--- src/rtl/seg7_pkg.sv ---
// Shared definitions for the 7-segment encoder/decoder pair.
// Both ends of the link take their pattern table from here.
package seg7_pkg;

    localparam int SEG_W   = 7;
    localparam int DIGIT_W = 4;

    // Segment patterns, bit0=a .. bit6=g, lit segment = 1
    localparam logic [SEG_W-1:0] SEG7_PAT_0 = 7'h3F;
    localparam logic [SEG_W-1:0] SEG7_PAT_1 = 7'h06;
    localparam logic [SEG_W-1:0] SEG7_PAT_2 = 7'h5B;
    localparam logic [SEG_W-1:0] SEG7_PAT_3 = 7'h4F;
    localparam logic [SEG_W-1:0] SEG7_PAT_4 = 7'h66;
    localparam logic [SEG_W-1:0] SEG7_PAT_5 = 7'h6D;
    localparam logic [SEG_W-1:0] SEG7_PAT_6 = 7'h7D;
    localparam logic [SEG_W-1:0] SEG7_PAT_7 = 7'h07;
    localparam logic [SEG_W-1:0] SEG7_PAT_8 = 7'h7F;
    localparam logic [SEG_W-1:0] SEG7_PAT_9 = 7'h6F;

    typedef enum logic {
        COLLECT = 1'b0,
        OUTPUT  = 1'b1
    } state_t;

endpackage

--- src/rtl/seg7_pattern_decode.sv ---
// Combinational 7-segment pattern to BCD digit decoder.
// Exact match only; anything outside the ten digit patterns (blank included)
// reports hit=0.
module seg7_pattern_decode
    import seg7_pkg::*;
(
    input  logic [SEG_W-1:0]   seg_in,
    output logic               hit,
    output logic [DIGIT_W-1:0] digit
);

    // Table lookup against the shared pattern constants
    always_comb begin
        hit   = 1'b1;
        digit = '0;
        case (seg_in)
            SEG7_PAT_0: digit = 4'd0;
            SEG7_PAT_1: digit = 4'd1;
            SEG7_PAT_2: digit = 4'd2;
            SEG7_PAT_3: digit = 4'd3;
            SEG7_PAT_4: digit = 4'd4;
            SEG7_PAT_5: digit = 4'd5;
            SEG7_PAT_6: digit = 4'd6;
            SEG7_PAT_7: digit = 4'd7;
            SEG7_PAT_8: digit = 4'd8;
            SEG7_PAT_9: digit = 4'd9;
            default:    hit   = 1'b0;
        endcase
    end

endmodule

--- src/rtl/seg7_stream_decoder.sv ---
// Segment-pattern stream to packed BCD word decoder.
// Collects DIGITS decoded digits (first digit in the top nibble) and offers
// the word on a valid/ready handshake. Rejected patterns pulse err and
// discard the partial word; flush discards the partial or held word.
// Optional: define SEG7_DEC_ERRCNT_EN to get a saturating reject counter on
// err_count (otherwise err_count is tied to zero).
module seg7_stream_decoder
    import seg7_pkg::*;
#(
    parameter int DIGITS = 4
) (
    input  logic                       clk,
    input  logic                       rst,
    input  logic [SEG_W-1:0]           seg_in,
    input  logic                       seg_valid,
    output logic                       seg_ready,
    input  logic                       flush,
    output logic [DIGIT_W*DIGITS-1:0]  bcd_out,
    output logic                       word_valid,
    input  logic                       word_ready,
    output logic                       err,
    output logic [7:0]                 err_count
);

    localparam int W     = DIGIT_W * DIGITS;
    localparam int CNT_W = $clog2(DIGITS + 1);

    state_t             state;
    state_t             state_next;
    logic [CNT_W-1:0]   count;
    logic [W-1:0]       bcd;
    logic               hit;
    logic [DIGIT_W-1:0] digit;
    logic [W-1:0]       digit_ext;
    logic               take;
    logic               last;

    seg7_pattern_decode u_decode (
        .seg_in (seg_in),
        .hit    (hit),
        .digit  (digit)
    );

    // A flush cycle drops the presented pattern outright, so it never
    // counts as a transfer (no shift, no err).
    assign take = seg_valid && seg_ready && !flush;
    assign last = (count == CNT_W'(DIGITS - 1));

    // Zero-extended digit; shifting the whole register and OR-ing the digit
    // in keeps DIGITS=1 legal without a negative-width slice.
    always_comb begin
        digit_ext = '0;
        digit_ext[DIGIT_W-1:0] = digit;
    end

    // State register
    always_ff @(posedge clk or posedge rst) begin
        if (rst) state <= COLLECT;
        else     state <= state_next;
    end

    // Next-state and handshake outputs
    always_comb begin
        state_next = state;
        seg_ready  = 1'b0;
        word_valid = 1'b0;
        case (state)
            COLLECT: begin
                seg_ready = 1'b1;
                if (take && hit && last) state_next = OUTPUT;
            end
            OUTPUT: begin
                word_valid = 1'b1;
                if (word_ready) state_next = COLLECT;
            end
            default: state_next = COLLECT;
        endcase
        if (flush) state_next = COLLECT;
    end

    // Shift register, digit counter and reject pulse
    always_ff @(posedge clk or posedge rst) begin
        if (rst) begin
            count <= '0;
            bcd   <= '0;
            err   <= 1'b0;
        end else begin
            err <= take && !hit;
            if (flush) begin
                count <= '0;
                bcd   <= '0;
            end else if (take) begin
                if (hit) begin
                    bcd   <= (bcd << DIGIT_W) | digit_ext;
                    count <= last ? '0 : count + CNT_W'(1);
                end else begin
                    count <= '0;
                    bcd   <= '0;
                end
            end
        end
    end

    assign bcd_out = bcd;

`ifdef SEG7_DEC_ERRCNT_EN
    logic [7:0] err_cnt;

    // Saturating reject counter; advances on the same edge that raises err
    always_ff @(posedge clk or posedge rst) begin
        if (rst)                               err_cnt <= '0;
        else if (take && !hit && err_cnt != '1) err_cnt <= err_cnt + 8'd1;
    end

    assign err_count = err_cnt;
`else
    assign err_count = '0;
`endif

endmodule
--- config.mk ---
export PLATFORM = sky130hd
export DESIGN_NAME = seg7_stream_decoder
export DESIGN_NICKNAME = d
export VERILOG_FILES = /design/src/rtl/seg7_pkg.sv /design/src/rtl/seg7_pattern_decode.sv /design/src/rtl/seg7_stream_decoder.sv
export SDC_FILE = /design/constraint.sdc
export NUM_CORES = 1
export LEC_CHECK = 0
export BUFFER_PORTS_ARGS = -buffer_cell sky130_fd_sc_hd__buf_2
export CORE_MARGIN = 4
export CORE_UTILIZATION = 51
export DETAILED_ROUTE_END_ITERATION = 8
export GPL_TIMING_DRIVEN = 0
export PLACE_DENSITY = 0.95
export SLEW_MARGIN = 15
export SYNTH_ARGS = -nofsm -noshare
export SYNTH_HDL_FRONTEND = slang
export SYNTH_SLANG_ARGS = --single-unit
--- constraint.sdc ---
create_clock -name clk -period 2.8 [get_ports clk]
set_input_delay 0.42 -clock clk [delete_from_list [all_inputs] [get_ports clk]]
set_output_delay 0.42 -clock clk [all_outputs]
set_load 0.01 [all_outputs]
# Yosys cells after proc, flatten, opt, wreduce, memory -nomap -nowiden
# Index checks and enable logic that the tools add are counted.
# op_classes
add_sub_neg	1
eq_ne	11
muxes	15
bitwise	2
reduce_logical	9
# ops
op	count
== test 7 bit (second input constant)	7
two-way mux 16 bit	3
case mux 4 bit (9 select lines)	1
bitwise OR 16 x 4 -> 16 bit	1
== test 7 x 3 -> 1 bit (second input constant)	2
two-way mux 3 bit	4
OR reduction 10 bit	1
== test 7 x 6 -> 1 bit (second input constant)	1
two-way mux 1 bit	6
logical AND 1 bit	5
adder 3 x 1 -> 3 bit (second input constant)	1
== test 3 x 2 -> 1 bit (second input constant)	1
logical NOT 1 bit	2
case mux 1 bit (2 select lines)	1
nonzero test 2 bit	1
NOT 1 bit	1
# word_totals
reg_bits	21
inputBits	12
out_inout_bits	27
wordCells	42

# Depth between registers and ports, before layout
# Gate-level depths: netlist (run 1).
# depth
word_depth	8
ltp_mapped	6
ltp_nobuf	4

# Modules after synthesis
# A second synthesis (run 1) with hierarchy kept.
# hier_totals
hier_cells	89
hier_area_um2	1072.3
# modules_own_cells
module	n_inst	cells_per_inst	area_per_inst_um2	seq_area_each_um2
seg7_stream_decoder	1	63	882.1	525.5
seg7_pattern_decode	1	26	190.2	0.0

# Worst setup path before layout (run 1)
# No wires, ideal clock.
# synth_path
kind	input port to flip-flop
from	input seg_in[5]
to	register bcd[14], in the netlist bcd_out[14]
setup_ns	0.066
arrival_ns	1.785
t_required_ns	2.734
setup_slack_ns	0.949
stages	6
path_buffers	2
cell_sequence	buf_6 or3b_1 a311o_1 a31oi_4 buf_6 a22o_1
# synth_between
elab_chain_cells	6
word_cells_on_any_way	15
cone_classes	eq/ne (10); mux (4); reduce/logical (1)
# synth_lines
element	line	source
start, declared	seg7_stream_decoder.sv:14	input logic [SEG_W-1:0] seg_in,
== test 7 x 6 -> 1 bit, or another cell as far along	seg7_pattern_decode.sv:16	case (seg_in)
OR reduction 10 bit (no line) *	-	
two-way mux 1 bit *	seg7_pattern_decode.sv:16	
two-way mux 16 bit *	seg7_stream_decoder.sv:93	if (hit) begin
two-way mux 16 bit *	seg7_stream_decoder.sv:92	end else if (take) begin
two-way mux 16 bit *	seg7_stream_decoder.sv:89	if (flush) begin
end signal, assigned	seg7_stream_decoder.sv:94	bcd <= (bcd << DIGIT_W) | digit_ext;
end, declared	seg7_stream_decoder.sv:31	logic [W-1:0] bcd;
# Every way passes the cells marked *; elsewhere a longest branch is shown, timed or not. The select of a mux whose other input is x is not followed.
# A chain may end at the register's enable or synchronous reset.

# Worst setup path after layout (run 1)
# layout_path
from	register state
to	register bcd[9], in the netlist bcd_out[9]
# layout_between
elab_chain_cells	4
# layout_lines
element	line	source
start, declared	seg7_stream_decoder.sv:28	state_t state;
start signal, assigned	seg7_stream_decoder.sv:59	else state <= state_next;
two-way mux 1 bit	seg7_stream_decoder.sv:67	case (state)
logical AND 1 bit (2 in a row)	seg7_stream_decoder.sv:46	assign take = seg_valid && seg_ready && !flush;
nonzero test 2 bit (no line)	-	
# No other way between the ends.

==> qor.yml, run 1 <==
max_freq_ghz: 0.571
start_util_pct: 53.2
clock_latency_ps: 310
setup_viol: 0
cp-startpoint: "state"
synth-xor-area-share_pct: 0.847
hold_violations: 0
core_area_um2: 1940
wl_per_cell_um: 13.2
irDropWorstVdd_mv: 0.189
chipWidth_um: 53.0
maxSlewHeadroom_pct: 50.0
rrSetupSlack_ps: 1050
dp_cells: 154
cts_tree: "yes"
ctsResizeCount: 0
drive_gt1_share_pct: 34.4
drc: 0
final_nets: 145
end_kind: "register"
rsz0062_at_grt: "false"
cp-start-kind: "register"
fin_cells: 158
drv_slew: 0
clk_pin_slew_worst_paths_ps: 110
vias: 842
ys_seq_area_share_pct: 50.8
synth_fa_ha_area_share_pct: 1.21
io_buffers: 29
clock-sinks: 21
async_flop_share_pct: 100
max_cap_viol_count: 0
post-cts-setup-buffer-count: 0
ys_warn_count: 0
yosysMostFrequentCell: "dfrtp_1"
pin_count: 39
syn_area_per_cell_um2: 11.4
synth_area_um2: 1030
routed_wl_um: 2080
grt_pass1_wl_um: 3460
synth_top_family_by_area: "compound AO/OA/AOI/OAI gates"
p_leak_uw: 0.000685
place_congestion: 0.802
synthMuxAreaShare_pct: 0
layout_min_cycle_time_ps: 1750
synth_edf_count: 0
final.setup_skew_ps: 3.10
synth_common_cells: "dfrtp_1 (21), a22o_1 (16), buf_4 (8)"
synth_area_leaders: "dfrtp_1 (51%), a22o_1 (14%), buf_4 (5.8%)"
firstDrtPassIters: 4
cp_data_required_time_ps: 3050
synthDistinctLibCells: 30
gr-usage-all-layers_pct: 16.8
timing.final.crit_share_pct: 62.6
tightest_slew_ps: 750
synth_top_area_share_pct: 50.8
fp.dieArea_um2: 2810
synth_ff_type: "dfrtp_1"
arrival_ps: 2000
clock_path_buffers: 2
crit_path_max_fanout: 10
synth-compound-area-share_pct: 24.9
antenna_cells: 0
ys_seq_elements: 21
hold_class: "input port to asynchronous set/reset pin"
first_iter_violations: 15
reg2reg_from: "state"
die_height_um: 53.0
viasPerCell: 5.33
cts_buffers: 3
finalPower_uw: 510
layout-area-overhead-vs-synth_pct: 22.5
path_class: "register to register"
power_density_nw_per_um2: 403
overflow: 0
outcome: "completed"
dpl.hpwl_um: 1620
synth_simple_gate_area_share_pct: 12.3
grt_max_degree: 22
rows: 16
antenna_found_initial: 0
fin_tns_setup_ps: 0
h-tree-depth: 1
cts_root_buffer: "clkbuf_4"
synth_top_cell_by_area: "dfrtp_1"
netlist_instances: 91
ant_nets: 0
first_global_vias: 790
postCtsHoldBufs: 0
[cells by family (layout without fill, tap and decap cells)]
group	after synthesis	in the layout
flops	21	21
fa+ha+maj	1	1
simple gates	22	22
other cells	1	8
compound gates	31	31
buf+inv	14	47
xor+xnor	1	1
[worst max-delay path, stage by stage (launching register included)]
cell	delay [ps]
dfrtp_1	380
inv_1	80
a21oi_1	590
clkbuf_1	420
a22o_1	220
[power breakdown]
part / switching, µW / leakage, µW / total, µW / internal, µW
Combinational: 36.2 / 0.000375 / 60.3 / 24.1
Sequential: 1.04 / 0.000292 / 306 / 305
Clock: 90.7 / 0.0000177 / 144 / 53.4
[per-layer routing]
layer	vias up	GRT usage [%]	share of wire [%]
met5	-	0	0
met4	0	8.94	2.3
met2	41	28.9	45
met1	388	20.6	45
met3	5	1.69	7.7
li1	408	-	-
[stage by stage]
step                      setup slack (ps)  hold WS (ps)  instance area [µm²]  util [%]
final                                 1050           216                 1270      65.2
after global routing                   857           282                 1270      65.2
after CTS                             1060           248                 1270      65.2
after detailed placement               748           476                 1240      63.8
after global placement                 796           469                 1240      63.8
after floorplan                        949           397                 1060         -
[area by class of cell]
| cell class | count | area [µm²] |
|---|---|---|
| fill | 162 | 676 |
| sequential | 21 | 526 |
| multi-input combinational | 63 | 437 |
| timing repair buffer | 29 | 145 |
| buffer | 11 | 86.3 |
| tap | 27 | 33.8 |
| clock buffer | 3 | 22.5 |
| inverter | 3 | 11.3 |
| clock inverter | 1 | 5.00 |
[cell usage in the layout, fill, tap and decap left out, drive strengths merged]
master,count
buf,39
nor3b,2
a21o,1
inv,3
o2bb2a,1
o31ai,3
o21a,1
a31oi,1
xnor2,1
ha,1
a21oi,4
nor2,6
nand3,5
nor2b,1
o21ai,2
dfrtp,21
nand2,3
and3b,1
a311o,1
clkbuf,4
clkinv,1
a311oi,1
a22o,16
nor4bb,1
or3b,1
conb,8
or3,1
nor4b,1
[registers in the layout, summed over array words and instances (netlist names)]
| name | count |
|---|---|
| bcd_out | 16 |
| count | 3 |
| err | 1 |
| state | 1 |
[path summary, 6_finish.rpt]
path,to,cells past startpoint
worst max-delay path,bcd_out[9],4
worst min-delay path,bcd_out[7],2
worst max register to register,bcd_out[9],4
worst min register to register,count[2],1
max in group asynchronous,bcd_out[8],2
min in group clk,bcd_out[3],3
Note: power is estimated with default switching activity, not from simulation.
==> inputs of run 2 (changes only) <==
Settings changed: CORE_UTILIZATION 51 to 47, PLACE_DENSITY 0.95 to 0.89.
Clock period 2.8 ns to 1.76 ns, I/O delays scaled along.
==> run 2 against run 1 <==
Against the previous run:
- total power up 60%
- sequential share of layout area down 0.12 points
- largest cell class unchanged
- via count up 0.36%
- die area up 7.2%
- critical path type is now input port to register
==> qor.yml, run 2 (synthesis results as in run 1) <==
outcome: "completed"
drv_slew: 0  # unchanged
grt_pass1_wl_um: 3570  # +3.4%
final_common_cell: "buf_2"
largest_register_ffs: 16  # unchanged
clkPwrFrac_pct: 28.6  # +0.4 points
rsz0062_at_grt: "false"
rows: 16  # unchanged
clk_pin_slew_worst_paths_ps: 120  # about the same
crit_path_max_incr_delay_ps: 420  # -170 ps
ant_nets: 0  # unchanged
routed_wl_um: 2070  # -0.38%
post-cts-setup-buffer-count: 0  # unchanged
arrival_ps: 1830  # -170 ps
p_int_uw: 609  # +59%
path_class: "input port to register"
crit_path_max_fanout: 10  # unchanged
overflow: 0  # unchanged
drc: 0  # unchanged
final.setup_skew_ps: 10.5  # +7.35 ps
layout-area-overhead-vs-synth_pct: 22.9
grt_max_degree: 22  # unchanged
max_freq_ghz: 0.634
antenna_found_initial: 0  # unchanged
final.setup.worst_slack_ps: 182  # -866 ps
hold_violations: 0  # unchanged
start_util_pct: 51.1  # -2.1 points
vias: 845  # +0.36%
firstDrtPassIters: 4  # unchanged
multiInputGateArea_um2: 440  # +0.86%
register_area_um2: 526  # unchanged
finalPower_uw: 816  # +60%
antenna_cells: 0  # unchanged
switching_share_pct: 25.4  # +0.38 points
cts_tree: "yes"
dp_slack_ps: -136  # -884 ps
cp_num_buf_inv: 2  # unchanged
chipWidth_um: 54.9  # +3.5%
cp-start-kind: "input port"
gr-usage-all-layers_pct: 16.4  # -0.46 points
setup_viol: 0  # unchanged
ctsResizeCount: 0  # unchanged
core_area_um2: 2020  # +4.1%
final_cell_mix: "buf_2 (29), dfrtp_1 (21), a22o_1 (16), buf_4 (8), conb_1 (8)"
tightest_slew_ps: 741  # -8.27 ps
path_cells: "buf_2, or3b_1, a311o_1, a31oi_4, buf_6, a22o_1"
io_buffers: 29  # unchanged
pwr-share-seq_pct: 59.6  # -0.4 points
p_leak_uw: 0.000685  # about the same
die_height_um: 54.9  # +3.5%
cp_top_family: "compound AO/OA/AOI/OAI gates"
clock_latency_ps: 310  # about the same
cts_root_buffer: "clkbuf_4"
layout_min_cycle_time_ps: 1580
maxSlewHeadroom_pct: 50.5  # +0.50 points
cts_buffers: 3  # unchanged
place_congestion: 0.772  # -3.8%
first_iter_violations: 12  # -3
fp.dieArea_um2: 3010  # +7.2%
timing.final.crit_share_pct: 89.6
max_cap_viol_count: 0  # unchanged
final_nets: 145  # unchanged
viasPerCell: 5.35  # +0.36%
crit_slowest_cell: "a311o_1"
wl_per_cell_um: 13.1  # -0.38%
clock_path_buffers: 2  # unchanged
irDropWorstVdd_mv: 0.334  # +77%
h-tree-depth: 1  # unchanged
power_density_nw_per_um2: 643  # +60%
pin_count: 39  # unchanged
p_sw_uw: 208  # +62%
postCtsHoldBufs: 0  # unchanged
first_global_vias: 827  # +4.7%
drive_gt1_share_pct: 35.1  # +0.76 points
p_comb_share_pct: 11.8  # about the same
cp_data_required_time_ps: 2010  # -1040 ps
hold_class: "input port to asynchronous set/reset pin"
end_kind: "register"
clock-sinks: 21  # unchanged
n_fill_cell: 175  # +8.0%
run 2: cell types whose count changed in the layout (fill, tap and decap cells not counted):
cell	change
a21oi_2	+1
a21oi_1	-1
run 2: power by group through the flow:
stage          Combinational, µW  Clock [µW]  Sequential [µW]
5_1_grt                      111         266              487
4_1_cts                     96.2         238              486
3_5_place_dp                96.1           0              496
2_1_floorplan               63.6           0              497
3_3_place_gp                93.4           0              496
6_report                    96.7         233              486
run 2: area by class of cell:
class,instances,share of cell area [%]
clock buffer,3,1.77
buffer,11,6.80
tap,27,2.66
multi-input combinational,63,34.7
timing repair buffer,29,11.4
sequential,21,41.4
clock inverter,1,0.394
inverter,3,0.887
run 2: through the flow:
stage	TNS [ps]	instance area (µm²)	hold WS, ps	utilization (%)	instances
2_1_floorplan	0	1060	241	-	98
3_3_place_gp	-885	1240	419	61.3	154
3_5_place_dp	-1230	1240	442	61.3	154
4_1_cts	0	1270	93.1	62.6	158
5_1_grt	0	1270	144	62.8	158
6_report	0	1270	56.0	62.8	158
run 2: final timing paths:
check / slack, ps / end / cells after the start / start
hold / removal: 60 / bcd_out[3] / 2 / rst
setup / recovery: 180 / bcd_out[11] / 6 / seg_in[2]
max in group asynchronous: 1230 / bcd_out[9] / 2 / rst
min in group clk: 230 / bcd_out[3] / 3 / seg_in[5]
hold reg to reg: 500 / count[2] / 1 / count[2]
setup reg to reg: 200 / bcd_out[11] / 4 / state
run 2: metal layers:
metal | part of all wire, % | GRT usage (%) | wire, µm
met1 | 44 | 21.1 | 907
met5 | 0 | 0 | 0
met2 | 47 | 27.2 | 981
met4 | 1.7 | 8.10 | 36
met3 | 7.0 | 1.88 | 146
